<file path="src/rtl/tt_pkg.sv">
// tt_pkg: shared state type and sizing constants for the truth-table sweep checker
package tt_pkg;
  typedef enum logic [1:0] {IDLE, RUN, DONE} state_t;
  localparam int NUM_VECTORS = 16;
  localparam int IDX_W = 4;
  localparam int CNT_W = 5;
  localparam int DWELL_W = 8;
endpackage

</file>
<file path="src/rtl/tt_vec_counter.sv">
// tt_vec_counter: steps the vector index and the per-vector dwell counter, flags the sample cycle
module tt_vec_counter
  import tt_pkg::*;
#(
  parameter int DWELL = 2
) (
  input  logic             clk,
  input  logic             rst_n,
  input  logic             clr,
  input  logic             en,
  output logic [IDX_W-1:0] idx,
  output logic             sample_stb,
  output logic             last_stb
);
  logic [DWELL_W-1:0] dwell_cnt;
  assign sample_stb = en && dwell_cnt == DWELL_W'(DWELL - 1);
  assign last_stb = sample_stb && idx == IDX_W'(NUM_VECTORS - 1);
  always_ff @(posedge clk)
    if (!rst_n || clr) begin
      idx <= '0;
      dwell_cnt <= '0;
    end else if (sample_stb) begin
      dwell_cnt <= '0;
      if (!last_stb) idx <= idx + IDX_W'(1);
    end else if (en) dwell_cnt <= dwell_cnt + DWELL_W'(1);
endmodule

</file>
<file path="config.mk">
export PLATFORM = sky130hd
export DESIGN_NAME = tt_vec_counter
export DESIGN_NICKNAME = d
export VERILOG_FILES = /design/src/rtl/tt_pkg.sv /design/src/rtl/tt_vec_counter.sv
export SDC_FILE = /design/constraint.sdc
export NUM_CORES = 1
export LEC_CHECK = 0
export CAP_MARGIN = 10
export CELL_PAD_IN_SITES_DETAIL_PLACEMENT = 0
export CELL_PAD_IN_SITES_GLOBAL_PLACEMENT = 1
export CORE_MARGIN = 2
export CORE_UTILIZATION = 34
export DETAILED_ROUTE_END_ITERATION = 10
export MAX_ROUTING_LAYER = met4
export PLACE_DENSITY = 0.73
export SYNTH_ARGS = -nofsm -noshare
export SYNTH_HDL_FRONTEND = slang
export SYNTH_SLANG_ARGS = --single-unit
</file>
<file path="constraint.sdc">
create_clock -name clk -period 1.8 [get_ports clk]
set_input_delay 0.18 -clock clk [delete_from_list [all_inputs] [get_ports clk]]
set_output_delay 0.18 -clock clk [all_outputs]
set_load 0.05 [all_outputs]
</file>
==> results.py, run 1 <==
metrics = {
    "final_layout": {
        "fin_area_sq_um": 911,
        "utilization": 0.528,
        "multi_input_area_sq_um": 384,
        "seq_area_sq_um": 243,
        "diodes": 0,
        "final_nets": 101,
        "layout-drive-gt1-share": 0.326,
        "area_growth_pct": 45.9,
        "num-fill-cells": 166,
        "final_cells": 117,
    },
    "global_routing": {
        "grt-ovfl-total": 0,
        "grt_util_all_layers": 0.145,
        "grt_pass1_vias": 462,
        "grt_pass1_wl_um": 2070,
        "antenna_found_initial": 0,
        "grt_max_degree": 9,
    },
    "worst_setup_path": {
        "cp_data_arrival_time_ps": 1720,
        "max_stage_delay_ps": 470,
        "reg2reg_depth": 6,
        "worstPathRequired_ps": 1620,
        "cp_max_fo": 2,
        "timing.rr.end": "idx[0]$_SDFFE_PP0P_",
        "criticalPathCategory": "reg -> out",
        "cp-start-kind": "flop",
        "crit_chain": "inv_2 -> ha_4 -> or4b_4 -> buf_6 -> nor3_4 -> buf_12",
        "cp-startpoint": "dwell_cnt[1]$_SDFFE_PP0P_",
        "reg2reg_slack_ps": -30,
        "slowest_stage": "or4b_4",
        "r2r_start": "dwell_cnt[1]$_SDFFE_PP0P_",
        "worstSetupEndpointType": "primary output",
    },
    "synthesis": {
        "synthTopCellsByCount": "dfxtp_1, nor2_1, nand3_1",
        "syn-num-nets": 76,
        "yosysWarnings": 0,
        "syn_avg_cell_area_sq_um": 9.05,
        "synth-async-reset-ratio": 0,
        "yosysUniqueCellTypes": 31,
        "seq_area_frac_synth": 0.385,
        "synth_top_area_frac": 0.385,
        "synth.largest_area_cell": "dfxtp_1",
        "postSynthCellCount": 69,
        "yosysMostFrequentCell": "dfxtp_1",
        "ys_top_cells_by_area": "dfxtp_1, ha_1, nor2_1, xor2_1, buf_6",
        "ys_ff_latch": 12,
        "netlist_area_sq_um": 624,
        "synth_enable_flop_cells": 0,
        "yosys_most_used_dff": "dfxtp_1",
    },
    "floorplan": {
        "dieArea_sq_um": 2190,
        "start_util": 0.362,
        "die_h_um": 46.9,
        "die_w_um": 46.9,
        "io_pins": 10,
        "rows": 15,
        "coreArea_sq_um": 1730,
    },
    "route": {
        "vias_per_cell": 4.79,
        "routed_wl_um": 1280,
        "drtIter0Drc": 14,
        "drc": 0,
        "wl_per_cell_um": 10.9,
        "first_pass_iters": 4,
        "vias": 561,
        "antenna_left": 0,
    },
    "placement": {
        "placedCellCount": 112,
        "port_buffers": 9,
        "placed_area_sq_um": 845,
        "gp_congestion": 0.788,
        "place_hpwl_um": 908,
    },
    "sta": {
        "finClkSkew_ps": 6.40,
        "hold_viol": 0,
        "fmax_ghz": 0.526,
        "setup_viol": 4,
        "period_needed_ps": 1900,
        "whs_ps": 505,
        "layout_setup_ws_ps": -102,
        "rsz0062_at_grt": "true",
        "slew_viol_final": 0,
        "post-route-period-util": 1.06,
        "relSlewSlack": 0.671,
        "worst_pin_slew_ps": 493,
    },
    "clocking": {
        "numCtsBuffers": 3,
        "clock-sinks": 12,
        "root_buffer": "clkbuf_4",
        "clock_latency_ps": 270,
        "htree_levels": 1,
        "path_clk_slew_ps": 70,
        "cts_tree": "done",
        "cts_buffer_depth": 2,
    },
    "power": {
        "p_total_mw": 0.501,
        "p_clk_frac": 0.331,
        "max-vdd-ir-drop_mv": 0.385,
        "power_density_nw_per_um2": 550,
        "leakage_nw": 0.338,
        "p_sw_mw": 0.121,
        "pwr-share-seq": 0.540,
        "p_int_mw": 0.380,
        "sw_frac_of_total": 0.242,
        "combPwrFrac": 0.129,
    },
    "flow_run": {
        "drv_cap": 0,
    },
    "min_path": {
        "min_to": "dwell_cnt[6]$_SDFFE_PP0P_",
        "hp-class": "reg -> reg",
        "hp-start": "dwell_cnt[6]$_SDFFE_PP0P_",
        "hold_depth": 2,
    },
    "run_status": {
        "violations": "negative setup slack",
        "status": "finished, violations left",
    },
}
## worst max-delay path: cells and delay by family (launching register included)
| family | cells | cell delay [ps] |
|---|---|---|
| flops | 1 | 320 |
| simple gates | 2 | 660 |
| buf+inv | 3 | 360 |
| fa+ha+maj | 1 | 110 |
## cells in the final DEF (no fill, tap or decap), drive strengths merged, types with 2 or more instances in the layout
cell type,count
a21oi,3
or4b,2
nand2,3
or3,3
ha,3
nor2,7
inv,3
dfxtp,12
o21ai,4
xor2,3
o31ai,2
clkbuf,3
nand3,4
buf,16
clkdlybuf4s50,7
nand4,3
## power groups by stage
| stage | Combinational (mW) | Clock, mW | Sequential, mW |
|---|---|---|---|
| 6_report | 0.0646 | 0.166 | 0.271 |
| 3_5_place_dp | 0.0582 | 0 | 0.275 |
| 5_1_grt | 0.0717 | 0.176 | 0.271 |
| 4_1_cts | 0.0646 | 0.175 | 0.270 |
| 2_1_floorplan | 0.0334 | 0 | 0.278 |
| 3_3_place_gp | 0.0578 | 0 | 0.276 |
## cells by family (layout without fill, tap and decap cells)
group | after synthesis | in the layout | synth area share
simple gates | 29 | 29 | 0.263
compound gates | 14 | 14 | 0.154
flops | 12 | 12 | 0.385
buf+inv | 6 | 29 | 0.0661
xor+xnor | 4 | 4 | 0.0561
fa+ha+maj | 3 | 3 | 0.0601
mux | 1 | 1 | 0.0160
## how the worst max path moves through the flow
| stage | end | depth (start not counted) |
|---|---|---|
| final | last_stb | 6 |
| after global routing | last_stb | 6 |
| after CTS | last_stb | 6 |
| after detailed placement | last_stb | 5 |
| after global placement | last_stb | 5 |
| after floorplan | idx[0]$_SDFFE_PP0P_ | 5 |
## through the flow
stage / worst slack [ps] / TNS, ps
3_3_place_gp: -112 / -391
4_1_cts: -126 / -238
2_1_floorplan: 12.5 / 0
5_1_grt: -151 / -411
6_report: -102 / -176
3_5_place_dp: -136 / -510
## repair_timing
action                                  CTS  global route
hold buffers                              0             0
endpoints found under the setup margin    2             5
pin swaps                                 2             2
buffers inserted                          2             0
resized for setup                         7             1
## registers in the layout, indices dropped and copies added (netlist names)
signal,cells
idx,4
dwell_cnt,8
## area by class of cell
| cell class | instances | share of cell area |
|---|---|---|
| multi-input combinational | 51 | 0.422 |
| timing repair buffer | 23 | 0.240 |
| sequential | 12 | 0.266 |
| tap | 25 | 0.0343 |
| clock buffer | 3 | 0.0247 |
| inverter | 3 | 0.0124 |
## metal layers
layer / vias up / routed length, um / global-route usage
met5: - / 0 / -
met3: 4 / 30 / 0.0231
li1: 302 / - / -
met2: 9 / 551 / 0.173
met4: 0 / 22 / 0.100
met1: 246 / 673 / 0.214
No activity file was read; power rests on OpenSTA's default activity.
==> inputs of run 2 (changes only) <==
--- a/config.mk
+++ b/config.mk
@@ -5,6 +5,7 @@
 export SDC_FILE = /design/constraint.sdc
 export NUM_CORES = 1
 export LEC_CHECK = 0
+export ABC_CLOCK_PERIOD_IN_PS = 1600
 export CAP_MARGIN = 10
 export CELL_PAD_IN_SITES_DETAIL_PLACEMENT = 0
 export CELL_PAD_IN_SITES_GLOBAL_PLACEMENT = 1
==> constraint.sdc (replaced) <==
create_clock -name clk -period 1.6 [get_ports clk]
set_input_delay 0.16 -clock clk [delete_from_list [all_inputs] [get_ports clk]]
set_output_delay 0.16 -clock clk [all_outputs]
set_load 0.05 [all_outputs]
==> results.py, run 2 (synthesis results as in run 1) <==
metrics = {
    "worst_setup_path": {
        "reg2reg_slack_ps": -190,
        "worstSetupEndpointType": "primary output",
        "r2r_start": "dwell_cnt[1]$_SDFFE_PP0P_",
        "cp_max_fo": 2,
        "worstPathRequired_ps": 1440,
        "cp-startpoint": "dwell_cnt[1]$_SDFFE_PP0P_",
        "cp_data_arrival_time_ps": 1690,
        "criticalPathCategory": "reg -> out",
        "reg2reg_depth": 6,
        "timing.rr.end": "idx[0]$_SDFFE_PP0P_",
        "cp-start-kind": "flop",
        "critPathCapture": "last_stb",
    },
    "global_routing": {
        "grt_pass1_wl_um": 2390,
        "antenna_found_initial": 0,
        "grt_max_degree": 9,
        "grt_util_all_layers": 0.161,
        "grt_pass1_vias": 555,
        "grt-ovfl-total": 0,
    },
    "floorplan": {
        "dieArea_sq_um": 2190,
        "die_h_um": 46.9,
        "start_util": 0.362,
        "coreArea_sq_um": 1730,
        "rows": 15,
        "die_w_um": 46.9,
        "io_pins": 10,
    },
    "sta": {
        "slew_viol_final": 0,
        "fmax_ghz": 0.539,
        "relSlewSlack": 0.860,
        "period_needed_ps": 1850,
        "finClkSkew_ps": 2.39,
        "setup_viol": 7,
        "post-route-period-util": 1.16,
        "layout_setup_ws_ps": -254,
        "rsz0062_at_grt": "true",
        "hold_viol": 0,
        "worst_pin_slew_ps": 209,
        "whs_ps": 505,
    },
    "power": {
        "leakage_nw": 0.375,
        "p_total_mw": 0.564,
        "power_density_nw_per_um2": 601,
        "max-vdd-ir-drop_mv": 0.492,
    },
    "clocking": {
        "clock-sinks": 12,
        "cts_buffer_depth": 2,
        "numCtsBuffers": 3,
        "path_clk_slew_ps": 70,
        "htree_levels": 1,
        "root_buffer": "clkbuf_4",
        "cts_tree": "done",
        "holdBufCountCts": 0,
        "clock_latency_ps": 270,
    },
    "run_status": {
        "violations": "negative setup slack",
        "status": "finished, violations left",
    },
    "route": {
        "vias": 594,
        "antenna_left": 0,
        "vias_per_cell": 4.95,
        "wl_per_cell_um": 11.8,
        "drtIter0Drc": 16,
        "drc": 0,
        "first_pass_iters": 4,
        "routed_wl_um": 1410,
    },
    "final_layout": {
        "diodes": 0,
        "most-common-layout-cells": "buf_4, dfxtp_1, nor2_1, nand3_1, dfxtp_2",
        "utilization": 0.544,
        "regMostFlops": "dwell_cnt",
        "final_nets": 104,
        "layout-drive-gt1-share": 0.411,
        "largest_reg_flops": 8,
        "area_growth_pct": 50.5,
        "final_common_cell": "buf_4",
        "largestRegisters": "dwell_cnt x8, idx x4",
    },
    "flow_run": {
        "drv_cap": 0,
    },
    "min_path": {
        "hp-class": "reg -> reg",
    },
    "placement": {
        "gp_congestion": 0.812,
        "place_hpwl_um": 1030,
        "port_buffers": 9,
    },
}
[run 2: changes by cell type in the layout (fill, tap and decap cells not counted)]
cell / change
dfxtp_2: +2
clkdlybuf4s50_1: -4
dfxtp_1: -2
o311a_4: +1
buf_6: +1
o311a_2: -1
buf_4: +6
[run 2: metrics by stage]
step | cell area, sq um | TNS [ps] | instances | setup WS [ps]
6_report | 940 | -972 | 120 | -254
5_1_grt | 940 | -1850 | 120 | -300
4_1_cts | 940 | -1110 | 120 | -275
3_5_place_dp | 865 | -3550 | 114 | -316
3_3_place_gp | 865 | -3240 | 114 | -341
2_1_floorplan | 658 | -472 | 69 | -107
[run 2: final cells by class]
| cell class | instances | area, sq um |
|---|---|---|
| clock buffer | 3 | 22.5 |
| fill | 169 | 787 |
| inverter | 3 | 11.3 |
| multi-input combinational | 51 | 394 |
| sequential | 12 | 245 |
| tap | 25 | 31.3 |
| timing repair buffer | 26 | 235 |
[run 2: how the worst min path moves through the flow]
stage | depth (start not counted) | to | slack [ps] | start
after floorplan | 2 | dwell_cnt[1]$_SDFFE_PP0P_ | 380 | en
after global placement | 2 | dwell_cnt[7]$_SDFFE_PP0P_ | 480 | dwell_cnt[7]$_SDFFE_PP0P_
after detailed placement | 2 | dwell_cnt[7]$_SDFFE_PP0P_ | 490 | dwell_cnt[7]$_SDFFE_PP0P_
after CTS | 2 | idx[0]$_SDFFE_PP0P_ | 510 | idx[0]$_SDFFE_PP0P_
after global routing | 2 | idx[0]$_SDFFE_PP0P_ | 540 | idx[0]$_SDFFE_PP0P_
final | 2 | dwell_cnt[7]$_SDFFE_PP0P_ | 500 | dwell_cnt[7]$_SDFFE_PP0P_
[run 2: layer usage]
metal / routed length [um] / vias to the layer above / global-route usage
met1: 612 / 274 / 0.187
met2: 735 / 9 / 0.252
met3: 54 / 2 / 0.0577
li1: - / 309 / -
met5: 0 / - / -
met4: 10 / 0 / 0.0667
[run 2: power by group]
part           total (mW)  internal, mW  switching [mW]
clock network       0.183        0.0872          0.0955
logic              0.0771        0.0412          0.0359
registers           0.305         0.302         0.00278
[run 2: what timing repair did]
item                                    CTS  global route
buffers inserted                          3             0
gates resized for setup                   7             0
pin swaps                                 3             0
endpoints found under the setup margin    7            14
[run 2: worst max-delay path, stage by stage (launching register included)]
cell and delay (ps):
dfxtp_2 330, inv_2 60, ha_4 110, or4b_4 460, buf_6 150, nor3_4 150
buf_12 160
==> inputs of run 3 (changes only) <==
--- a/config.mk
+++ b/config.mk
@@ -9,7 +9,6 @@
 export CAP_MARGIN = 10
 export CELL_PAD_IN_SITES_DETAIL_PLACEMENT = 0
 export CELL_PAD_IN_SITES_GLOBAL_PLACEMENT = 1
-export CORE_MARGIN = 2
 export CORE_UTILIZATION = 34
 export DETAILED_ROUTE_END_ITERATION = 10
 export MAX_ROUTING_LAYER = met4
==> results.py, run 3 (synthesis results as in run 1) <==
metrics = {
    "route": {
        "vias_per_cell": 4.92,
        "antenna_left": 0,
        "drc": 0,
        "wl_per_cell_um": 11.2,
        "vias": 595,
        "first_pass_iters": 4,
        "drtIter0Drc": 15,
        "routed_wl_um": 1360,
    },
    "final_layout": {
        "largestRegisters": "dwell_cnt x8, idx x4",
        "regMostFlops": "dwell_cnt",
        "layout-drive-gt1-share": 0.427,
        "seq_area_sq_um": 245,
        "final_nets": 105,
        "diodes": 0,
        "area_growth_pct": 54.9,
        "largest_reg_flops": 8,
        "final_cells": 121,
        "num-fill-cells": 176,
        "final_common_cell": "buf_4",
        "multi_input_area_sq_um": 414,
        "most-common-layout-cells": "buf_4, dfxtp_1, nor2_1, nand3_1, dfxtp_2",
    },
    "global_routing": {
        "grt_util_all_layers": 0.174,
        "grt_max_degree": 8,
        "grt_pass1_vias": 519,
        "grt_pass1_wl_um": 2300,
        "grt-ovfl-total": 0,
        "antenna_found_initial": 0,
    },
    "sta": {
        "post-route-period-util": 1.15,
        "relSlewSlack": 0.827,
        "fmax_ghz": 0.545,
        "worst_pin_slew_ps": 259,
        "rsz0062_at_grt": "true",
        "layout_setup_ws_ps": -235,
        "hold_viol": 0,
        "tns_ps": -1060,
        "finClkSkew_ps": 1.17,
        "slew_viol_final": 0,
        "setup_viol": 12,
        "whs_ps": 502,
        "period_needed_ps": 1840,
    },
    "power": {
        "max-vdd-ir-drop_mv": 0.583,
        "power_density_nw_per_um2": 587,
        "leakage_nw": 0.381,
        "p_total_mw": 0.568,
    },
    "worst_setup_path": {
        "cp_data_arrival_time_ps": 1680,
        "worstSetupEndpointType": "primary output",
        "cp-start-kind": "flop",
        "criticalPathCategory": "reg -> out",
        "worstPathRequired_ps": 1440,
        "cp_max_fo": 2,
    },
    "run_status": {
        "status": "finished, violations left",
        "violations": "negative setup slack",
    },
    "floorplan": {
        "rows": 15,
        "dieArea_sq_um": 2010,
        "coreArea_sq_um": 1730,
        "die_h_um": 44.9,
        "start_util": 0.362,
        "io_pins": 10,
        "die_w_um": 44.9,
    },
    "clocking": {
        "cts_tree": "done",
        "clock_latency_ps": 270,
        "htree_levels": 1,
        "numCtsBuffers": 3,
        "path_clk_slew_ps": 70,
        "clock-sinks": 12,
        "cts_buffer_depth": 2,
        "holdBufCountCts": 0,
        "root_buffer": "clkbuf_4",
    },
    "flow_run": {
        "drv_cap": 0,
    },
    "min_path": {
        "hp-class": "reg -> reg",
    },
    "placement": {
        "gp_congestion": 0.735,
        "port_buffers": 9,
        "placedCellCount": 116,
        "place_hpwl_um": 998,
    },
}
==> run 3: cell count changes in the layout (fill, tap and decap cells not counted) <==
cell     change
o21ai_4      +1
buf_4        +1
nor4_4       +1
o21ai_1      -1
nor4_2       -1
==> run 3: metal layers <==
layer	part of all wire	GRT usage
met5	0	-
met2	0.45	0.241
met3	0.036	0.0720
met1	0.50	0.222
met4	0.014	0.0727
==> run 3: worst paths after layout <==
check,cells past startpoint,to,slack [ps],from
setup reg to reg,6,idx[0]$_SDFFE_PP0P_,-220,dwell_cnt[1]$_SDFFE_PP0P_
hold / removal,2,dwell_cnt[7]$_SDFFE_PP0P_,500,dwell_cnt[7]$_SDFFE_PP0P_
setup / recovery,6,last_stb,-240,dwell_cnt[1]$_SDFFE_PP0P_
hold reg to reg,2,dwell_cnt[7]$_SDFFE_PP0P_,500,dwell_cnt[7]$_SDFFE_PP0P_
==> run 3: stage by stage <==
stage	worst slack, ps	utilization	area [sq um]
floorplan	-107	-	658
detailed placement	-380	0.509	880
global placement	-358	0.509	880
finish	-235	0.560	967
CTS	-263	0.556	960
global route	-314	0.560	967
==> run 3: report_power, final <==
part           switching, mW  total (mW)  internal [mW]
clock                 0.0936       0.181         0.0871
combinational         0.0388      0.0831         0.0442
sequential           0.00262       0.304          0.302
total                  0.135       0.568          0.433
==> run 3: final cells by class <==
type                    instances  share of cell area
inverters                       3              0.0116
repair buffers                 27               0.251
well taps                      25              0.0323
flip-flops and latches         12               0.254
clock buffers                   3              0.0233
multi-input cells              51               0.428
==> run 3: critical path: stages (launching register included) <==
cell and delay [ps]:
dfxtp_2 320, inv_2 60, ha_4 100, or4b_4 470, buf_6 150, nor3_4 140, buf_12 160
==> run 3: what timing repair did <==
action | in CTS | in global routing
resized for setup | 9 | 1
endpoints found under the setup margin | 13 | 14
pin swaps | 3 | 1
setup buffers | 2 | 0
